==> config.mk <==
export PLATFORM = sky130hd
export DESIGN_NAME = gray_step_decoder
export DESIGN_NICKNAME = d
export VERILOG_FILES = /design/src/rtl/gray_step_decoder_pkg.sv /design/src/rtl/gray_step_decoder_gray_to_bin.sv /design/src/rtl/gray_step_decoder.sv
export SDC_FILE = /design/constraint.sdc
export NUM_CORES = 1
export LEC_CHECK = 0
export CAP_MARGIN = 20
export CORE_UTILIZATION = 45
export DETAILED_ROUTE_END_ITERATION = 8
export GPL_TIMING_DRIVEN = 0
export PLACE_DENSITY = 0.72
export SLEW_MARGIN = 20
export SYNTH_ARGS = -nofsm -noshare
export SYNTH_HDL_FRONTEND = slang
export SYNTH_SLANG_ARGS = --single-unit
==> constraint.sdc <==
create_clock -name clk -period 5.3 [get_ports clk]
set_clock_uncertainty 0.2 [all_clocks]
set_input_delay 0.795 -clock clk [delete_from_list [all_inputs] [get_ports clk]]
set_output_delay 0.795 -clock clk [all_outputs]
set_load 0.02 [all_outputs]
==> src/rtl/gray_step_decoder_pkg.sv <==
// Shared types and default sizes for the Gray-code step decoder.
// Imported by the top and by the Gray-to-binary converter.
package gray_step_decoder_pkg;

  localparam int DEFAULT_WIDTH     = 3;
  localparam int DEFAULT_POS_WIDTH = 8;

  typedef enum logic [1:0] {
    WAIT_FIRST = 2'b00,
    TRACK      = 2'b01,
    FAULT      = 2'b10
  } state_e;

  // Classification of one accepted sample against the previous one.
  typedef enum logic [1:0] {
    STEP_NONE,
    STEP_UP,
    STEP_DOWN,
    STEP_ILLEGAL
  } step_e;

endpackage : gray_step_decoder_pkg

==> src/rtl/gray_step_decoder_gray_to_bin.sv <==
// Combinational Gray-to-binary converter.
// Each binary bit is the XOR of all Gray bits at and above it.
module gray_to_bin #(
  parameter int WIDTH = gray_step_decoder_pkg::DEFAULT_WIDTH
) (
  input  logic [WIDTH-1:0] gray_i,
  output logic [WIDTH-1:0] bin_o
);

  // A reduction per bit avoids a bit-level chain through bin_o itself.
  for (genvar i = 0; i < WIDTH; i++) begin : g_bit
    assign bin_o[i] = ^gray_i[WIDTH-1:i];
  end

endmodule : gray_to_bin

==> src/rtl/gray_step_decoder.sv <==
// Samples a Gray code, converts it to binary and classifies each step as
// up, down, none or illegal; keeps a wrapping position and a sticky fault.
module gray_step_decoder
  import gray_step_decoder_pkg::*;
#(
  parameter int WIDTH     = DEFAULT_WIDTH,
  parameter int POS_WIDTH = DEFAULT_POS_WIDTH
) (
  input  logic                 clk,
  input  logic                 reset,
  input  logic [WIDTH-1:0]     gray_in,
  input  logic                 sample_en,
  input  logic                 clear_fault,
  output logic [WIDTH-1:0]     binario,
  output logic                 up,
  output logic                 down,
  output logic                 error,
  output logic                 fault,
  output logic [POS_WIDTH-1:0] position
);

  localparam logic [WIDTH-1:0]     DIFF_UP   = WIDTH'(1);
  localparam logic [WIDTH-1:0]     DIFF_DOWN = '1;
  localparam logic [POS_WIDTH-1:0] POS_ONE   = POS_WIDTH'(1);

  state_e                 state_q,     state_d;
  logic [WIDTH-1:0]       prev_gray_q, prev_gray_d;
  logic [WIDTH-1:0]       binario_q,   binario_d;
  logic                   up_q,        up_d;
  logic                   down_q,      down_d;
  logic                   error_q,     error_d;
  logic                   fault_q,     fault_d;
  logic [POS_WIDTH-1:0]   position_q,  position_d;

  logic [WIDTH-1:0]       cur_bin;
  logic [WIDTH-1:0]       prev_bin;
  logic [WIDTH-1:0]       diff;
  step_e                  step;

  gray_to_bin #(.WIDTH(WIDTH)) u_cur_g2b (
    .gray_i (gray_in),
    .bin_o  (cur_bin)
  );

  gray_to_bin #(.WIDTH(WIDTH)) u_prev_g2b (
    .gray_i (prev_gray_q),
    .bin_o  (prev_bin)
  );

  // Modular difference: truncation to WIDTH bits gives the wrap for free.
  assign diff = cur_bin - prev_bin;

  always_comb begin
    step = STEP_ILLEGAL;
    if (diff == '0)            step = STEP_NONE;
    else if (diff == DIFF_UP)  step = STEP_UP;
    else if (diff == DIFF_DOWN) step = STEP_DOWN;
  end

  always_comb begin
    // NOTE: every signal gets a default before the case so no path leaves
    // it unassigned; that is what keeps always_comb from inferring a latch.
    state_d     = state_q;
    prev_gray_d = prev_gray_q;
    binario_d   = binario_q;
    up_d        = 1'b0;
    down_d      = 1'b0;
    error_d     = 1'b0;
    position_d  = position_q;

    if (sample_en) begin
      prev_gray_d = gray_in;
      binario_d   = cur_bin;
    end

    unique case (state_q)
      WAIT_FIRST: begin
        if (sample_en) state_d = TRACK;
      end
      TRACK: begin
        if (sample_en) begin
          unique case (step)
            STEP_NONE: ;
            STEP_UP: begin
              up_d       = 1'b1;
              position_d = position_q + POS_ONE;
            end
            STEP_DOWN: begin
              down_d     = 1'b1;
              position_d = position_q - POS_ONE;
            end
            STEP_ILLEGAL: begin
              error_d = 1'b1;
              state_d = FAULT;
            end
            default: ;
          endcase
        end
      end
      FAULT: begin
        // A sample on the clearing edge still only resyncs.
        if (clear_fault) state_d = TRACK;
      end
      default: state_d = WAIT_FIRST;
    endcase

    fault_d = (state_d == FAULT);
  end

  // NOTE: sequential state is written with non-blocking assignments so all
  // flops update together on the edge, independent of statement order.
  always_ff @(posedge clk or posedge reset) begin
    if (reset) begin
      state_q     <= WAIT_FIRST;
      prev_gray_q <= '0;
      binario_q   <= '0;
      up_q        <= 1'b0;
      down_q      <= 1'b0;
      error_q     <= 1'b0;
      fault_q     <= 1'b0;
      position_q  <= '0;
    end else begin
      state_q     <= state_d;
      prev_gray_q <= prev_gray_d;
      binario_q   <= binario_d;
      up_q        <= up_d;
      down_q      <= down_d;
      error_q     <= error_d;
      fault_q     <= fault_d;
      position_q  <= position_d;
    end
  end

  assign binario  = binario_q;
  assign up       = up_q;
  assign down     = down_q;
  assign error    = error_q;
  assign fault    = fault_q;
  assign position = position_q;

endmodule : gray_step_decoder

==> Word-level counts from Yosys, hierarchy flattened <==
Cells that the tools add are included.
{ "classes": {"n_addsub": 3, "eq_ne": 8, "muxes": 18, "reduce_logical": 8} }
{ "op_table": {"columns": ["cell", "count"], "rows": [
  ["8-bit one-hot mux with 2 select lines", 1],
  ["2-bit two-way mux", 6],
  ["1-bit two-way mux", 10],
  ["8-bit by 1-bit adder with 8-bit output, second input constant", 1],
  ["2-bit equality test, second input constant", 4],
  ["8-bit by 1-bit subtractor with 8-bit output, second input constant", 1],
  ["2-bit one-hot mux with 3 select lines", 1],
  ["3-bit XOR reduction", 2],
  ["2-bit by 1-bit equality test with 1-bit output, second input constant", 2],
  ["2-bit XOR reduction", 2],
  ["3-bit by 1-bit equality test with 1-bit output, second input constant", 1],
  ["3-bit equality test, second input constant", 1],
  ["3-bit logical NOT", 1],
  ["3-bit AND reduction", 1],
  ["3-bit subtractor", 1],
  ["2-bit logical NOT", 1],
  ["2-bit nonzero test", 1]
]} }
{ "totals": {"wordCells": 45, "output_inout_bits": 15, "inputBits": 7, "register_bits": 20} }

==> Longest topological paths before layout <==
{ "depth": {"ltp_word": 11, "depth_mapped": 17, "depth_no_buf": 17} }

==> By module <==
A second synthesis with hierarchy kept.
{ "unflattened": {"hier_cells": 116, "hier_area_um2": 1272.5} }
{ "by_module_without_submodules": {"columns": ["mod", "n_inst", "area_each_um2", "seq_area_each_um2", "cells_each"], "rows": [
  ["gray_step_decoder", 1, 1192.4, 500.5, 110],
  ["gray_to_bin", 2, 40.0, 0.0, 3]
]} }

==> Worst setup path after synthesis <==
No wires, ideal clock.
{ "synth_path": {"kind": "input port to flip-flop", "from": "input gray_in[2]", "to": "register position_q[6], in the netlist position[6]", "n_path_buf": 0, "setup_ps": 95, "required_time_ps": 5005, "arrival_time_ps": 4115, "cell_stages": 16, "setup_slack_ps": 890, "path_cell_list": "xor2_1 > xnor2_1 > ha_1 > inv_1 > fa_1 > xor2_1 > xnor2_1 > mux2_2 > inv_1 > ha_1 > ha_1 > nor2b_4 > o31a_1 > o21a_1 > o21a_1 > o31ai_1"} }
{ "synth_between": {"elab_chain_len": 9, "word_cells_on_any_way": 14, "classes_between": "add/sub: 1; eq/ne: 4; mux: 4; reduce/logical: 5"} }
{ "synth_rtl": {"columns": ["item", "line", "rtl"], "rows": [
  ["start, declared", "gray_step_decoder.sv:11", "input logic [WIDTH-1:0] gray_in,"],
  ["3-bit XOR reduction / 2-bit XOR reduction (equally long branches)", "gray_step_decoder_gray_to_bin.sv:12", "assign bin_o[i] = ^gray_i[WIDTH-1:i];"],
  ["3-bit subtractor *", "gray_step_decoder.sv:51", "assign diff = cur_bin - prev_bin;"],
  ["3-bit equality test", "gray_step_decoder.sv:57", "else if (diff == DIFF_DOWN) step = STEP_DOWN;"],
  ["1-bit two-way mux", "gray_step_decoder.sv:57", null],
  ["2-bit two-way mux", "gray_step_decoder.sv:56", "else if (diff == DIFF_UP) step = STEP_UP;"],
  ["2-bit two-way mux *", "gray_step_decoder.sv:55", "if (diff == '0) step = STEP_NONE;"],
  ["2-bit equality test / 2-bit by 1-bit equality test with 1-bit output (equally long branches)", "gray_step_decoder.sv:82", "unique case (step)"],
  ["2-bit nonzero test (no line)", null, null],
  ["3-bit AND reduction (no line)", null, null],
  ["end signal, assigned", "gray_step_decoder.sv:130", "position_q <= position_d;"],
  ["end, declared", "gray_step_decoder.sv:33", "logic [POS_WIDTH-1:0] position_q, position_d;"]
]} }
Every way passes the cells marked *; elsewhere a longest branch is shown, timed or not.
A chain may end at the register's enable or synchronous reset.

==> Final worst setup path <==
{ "layout_path": {"from": "input gray_in[2]", "to": "register position_q[6], in the netlist position[6]"} }
{ "layout_between": {"elab_chain_len": 9, "word_cells_on_any_way": 14, "classes_between": "add/sub: 1; eq/ne: 4; mux: 4; reduce/logical: 5"} }
{ "layout_rtl": {"columns": ["item", "line", "rtl"], "rows": [
  ["2-bit XOR reduction *", "gray_step_decoder_gray_to_bin.sv:12", null],
  ["net cur_bin[1]", "gray_step_decoder.sv:35", "logic [WIDTH-1:0] cur_bin;"],
  ["3-bit subtractor *", "gray_step_decoder.sv:51", null],
  ["3-bit equality test", "gray_step_decoder.sv:57", null],
  ["1-bit two-way mux", "gray_step_decoder.sv:57", null],
  ["2-bit two-way mux", "gray_step_decoder.sv:56", null],
  ["2-bit two-way mux *", "gray_step_decoder.sv:55", null],
  ["2-bit equality test / 2-bit by 1-bit equality test with 1-bit output (equally long branches)", "gray_step_decoder.sv:82", null],
  ["2-bit nonzero test (no line)", null, null],
  ["3-bit AND reduction (no line)", null, null]
]} }
Mark *: on every way through the listed nets, which the timed path passes. The rest lies on a longest branch.

==> summary.txt <==
status: finished, final reports clean
Hold Path Depth: 1
Die ar.: 2886 µm²
global-route wire length before repair: 3477 µm
area of the multi-input gates: 684.4 µm²
Hold Buf Count CTS: 0
CP required: 5300 ps
post-detailed-routing wire length: 2064 µm
Area Overhead vs Synth: 22.97%
sequential area share after synthesis: 39.50%
RR Startpoint: prev_gray_q[2]
Routed Antenna Nets: 0
Avg Synthesized Cell Area: 10.65 µm²
reg-to-reg slack, setup: 1100 ps
antenna violations before repair: 0
Core ar.: 2500 µm²
CP endpoint kind: register
leak pwr: 0.0006761 µW
Sink Count: 19
worst-path fanout max: 11
later-pin clock latency in the skew report: 290 ps
RSZ-0062 raised after global routing: false
DR vias/cell: 5.250
Reg clk slew, reported paths: 100 ps
fmax: 0.2064 GHz
max_cap viols: 0
Worst Hold Class: register to register
Die Height: 53.72 µm
Hold Path Sink: binario[1]
max-slew headroom at the worst pin: 53.03%
Warnings, synthesis: 0
reg2reg path depth: 16
Setup TNS Final: 0 ps
DR pass1 iterations: 4
post-route cell area: 1480 µm²
crit path launch type: primary input
Crit Path Class: primary input to register
Worst Max-Slew Pin Slew: 703.8 ps
H-tree depth: 1
Max Slew Vio Count: 0
# IOs: 22
drc violations: 0
pin count of the biggest net entering global routing: 20
synthesized net count: 132
CTS tree: built
crit share post-route: 91.43%
initial core utilization: 48.15%
setup ws final: 454.3 ps
reg2reg end: position[6]
pre-CTS WS: -15.35 ps
number of cell rows: 18
post-synth design cell area: 1204 µm²
setup violators final: 0
Total Routing Usage GR: 16.93%
DR vias: 882
Hold Vio Cnt, Final: 0
PwrDens: 564.8 nW/µm²
DP Wirelength: 1654 µm
WHS: 318.8 ps
first-iteration detailed-routing DRC count: 3
VDD IR max: 297.7 µV
clk root buf: clkbuf_4
DR WL/cell: 12.29 µm
Layout Nets: 158
Storage cell area: 475.5 µm²
vias in the first global route: 831
DP Area: 1451 µm²
# resized after CTS: 0
share of layout cells above drive strength 1: 11.59%
GP Congestion: 0.7769
CTS Buf Count: 3
Mapped Cells: 113
port bufs: 21
WP data arrival: 4840 ps
synth unique cells: 34
final worst path period need: 4846 ps
critical hold path startpoint: binario[1]
#FFs+latches synth: 19
filler cell count: 227
Diodes inserted: 0
CTS max path bufs: 2
total grt overflow: 0
Post-CTS Setup Inserts: 0
die width: 53.72 µm
==> state kept, by name (all words and copies together) (netlist names) <==
signal       flops
position         8
prev_gray_q      3
binario          2
state_q          2
down             1
error            1
fault            1
up               1
==> metrics by stage <==
stage                     power [µW]  utilization [%]  instances
after detailed placement       769.4            58.06        164
after CTS                      843.4            59.11        168
after global routing           922.6            59.21        168
after global placement         751.6            58.06        164
after floorplan                619.1                -        113
final                          835.9            59.21        168
==> critical path, stage by stage <==
cell and delay (ps):
clkdlybuf4s50_1 520, xor2_1 320, xnor2_1 200, ha_1 190, inv_1 50, fa_1 370, xor2_1 160, xnor2_1 190
mux2_2 390, inv_1 70, ha_2 300, ha_1 310, nor2b_4 140, o31a_1 250, o21a_1 190, o21a_1 160
o31ai_1 230
==> worst max-delay path by stage <==
stage	start	endpoint	slack, ps	depth (start not counted)
final	gray_in[2]	position[6]	450	17
after global routing	gray_in[2]	position[7]	160	17
after CTS	gray_in[2]	position[6]	290	17
after detailed placement	gray_in[2]	position[6]	-20	17
after global placement	gray_in[2]	position[6]	9	17
after floorplan	gray_in[2]	position[6]	890	16
==> power breakdown <==
| group | switching [µW] | internal (µW) | total, µW |
|---|---|---|---|
| registers | 38.3 | 192 | 230 |
| clock network | 41.4 | 29.2 | 70.6 |
| logic | 282 | 253 | 535 |
| total | 362 | 474 | 836 |
==> cells by family after synthesis <==
family	count (synthesis)	share of synthesized area, %
flops	19	39.50
buf+inv	11	3.846
fa+ha+maj	12	13.72
mux	7	6.341
xor+xnor	10	7.276
compound gates	29	17.46
simple gates	25	11.85
==> cell type report <==
class	instances	area share [%]
multi-input combinational	83	46.24
sequential	19	32.12
timing repair buffer	21	14.20
tap	30	2.536
inverter	8	2.029
clock buffer	4	1.775
buffer	3	1.099
==> cell usage after synthesis <==
library cell	n	area, µm²
nand3_2	1	10.01
o31ai_1	3	22.52
o21ai_0	5	25.02
a21o_1	3	22.52
o21a_1	3	22.52
a31oi_1	1	6.260
clkbuf_1	1	3.750
mux2i_1	2	20.02
nor2_1	4	15.01
a211oi_2	1	12.51
o21bai_1	4	30.03
nand2_1	6	22.52
fa_1	2	40.04
nand2b_1	3	18.77
a32o_1	1	10.01
xnor2_1	6	52.55
or2_2	1	6.260
a21oi_1	4	20.02
nor3_1	2	10.01
nor2b_4	1	13.76
o31a_1	1	8.760
a211oi_1	2	15.01
buf_2	1	5.000
mux2_2	5	56.30
and3_1	4	25.02
inv_1	8	30.03
nor4_1	1	6.260
buf_4	1	7.510
nor3b_1	1	7.510
and2b_1	1	7.510
ha_1	10	125.1
dfrtp_1	19	475.5
a221oi_2	1	15.01
xor2_1	4	35.03
==> cells in the final DEF (no fill, tap or decap), drive strengths merged, types with 5 or more instances in the layout <==
master and n:
dfrtp 19, mux2 5, nand2 6, o21ai 5, inv 8, clkdlybuf4s50 21
ha 10, xnor2 6, clkbuf 5
==> routing by layer <==
metal,share of wire [%],GRT usage (%)
met3,3.4,5.085
met4,0.58,2.632
met1,47,18.87
met2,49,31.69
met5,0,0
Power figures use the tool's default switching activity.
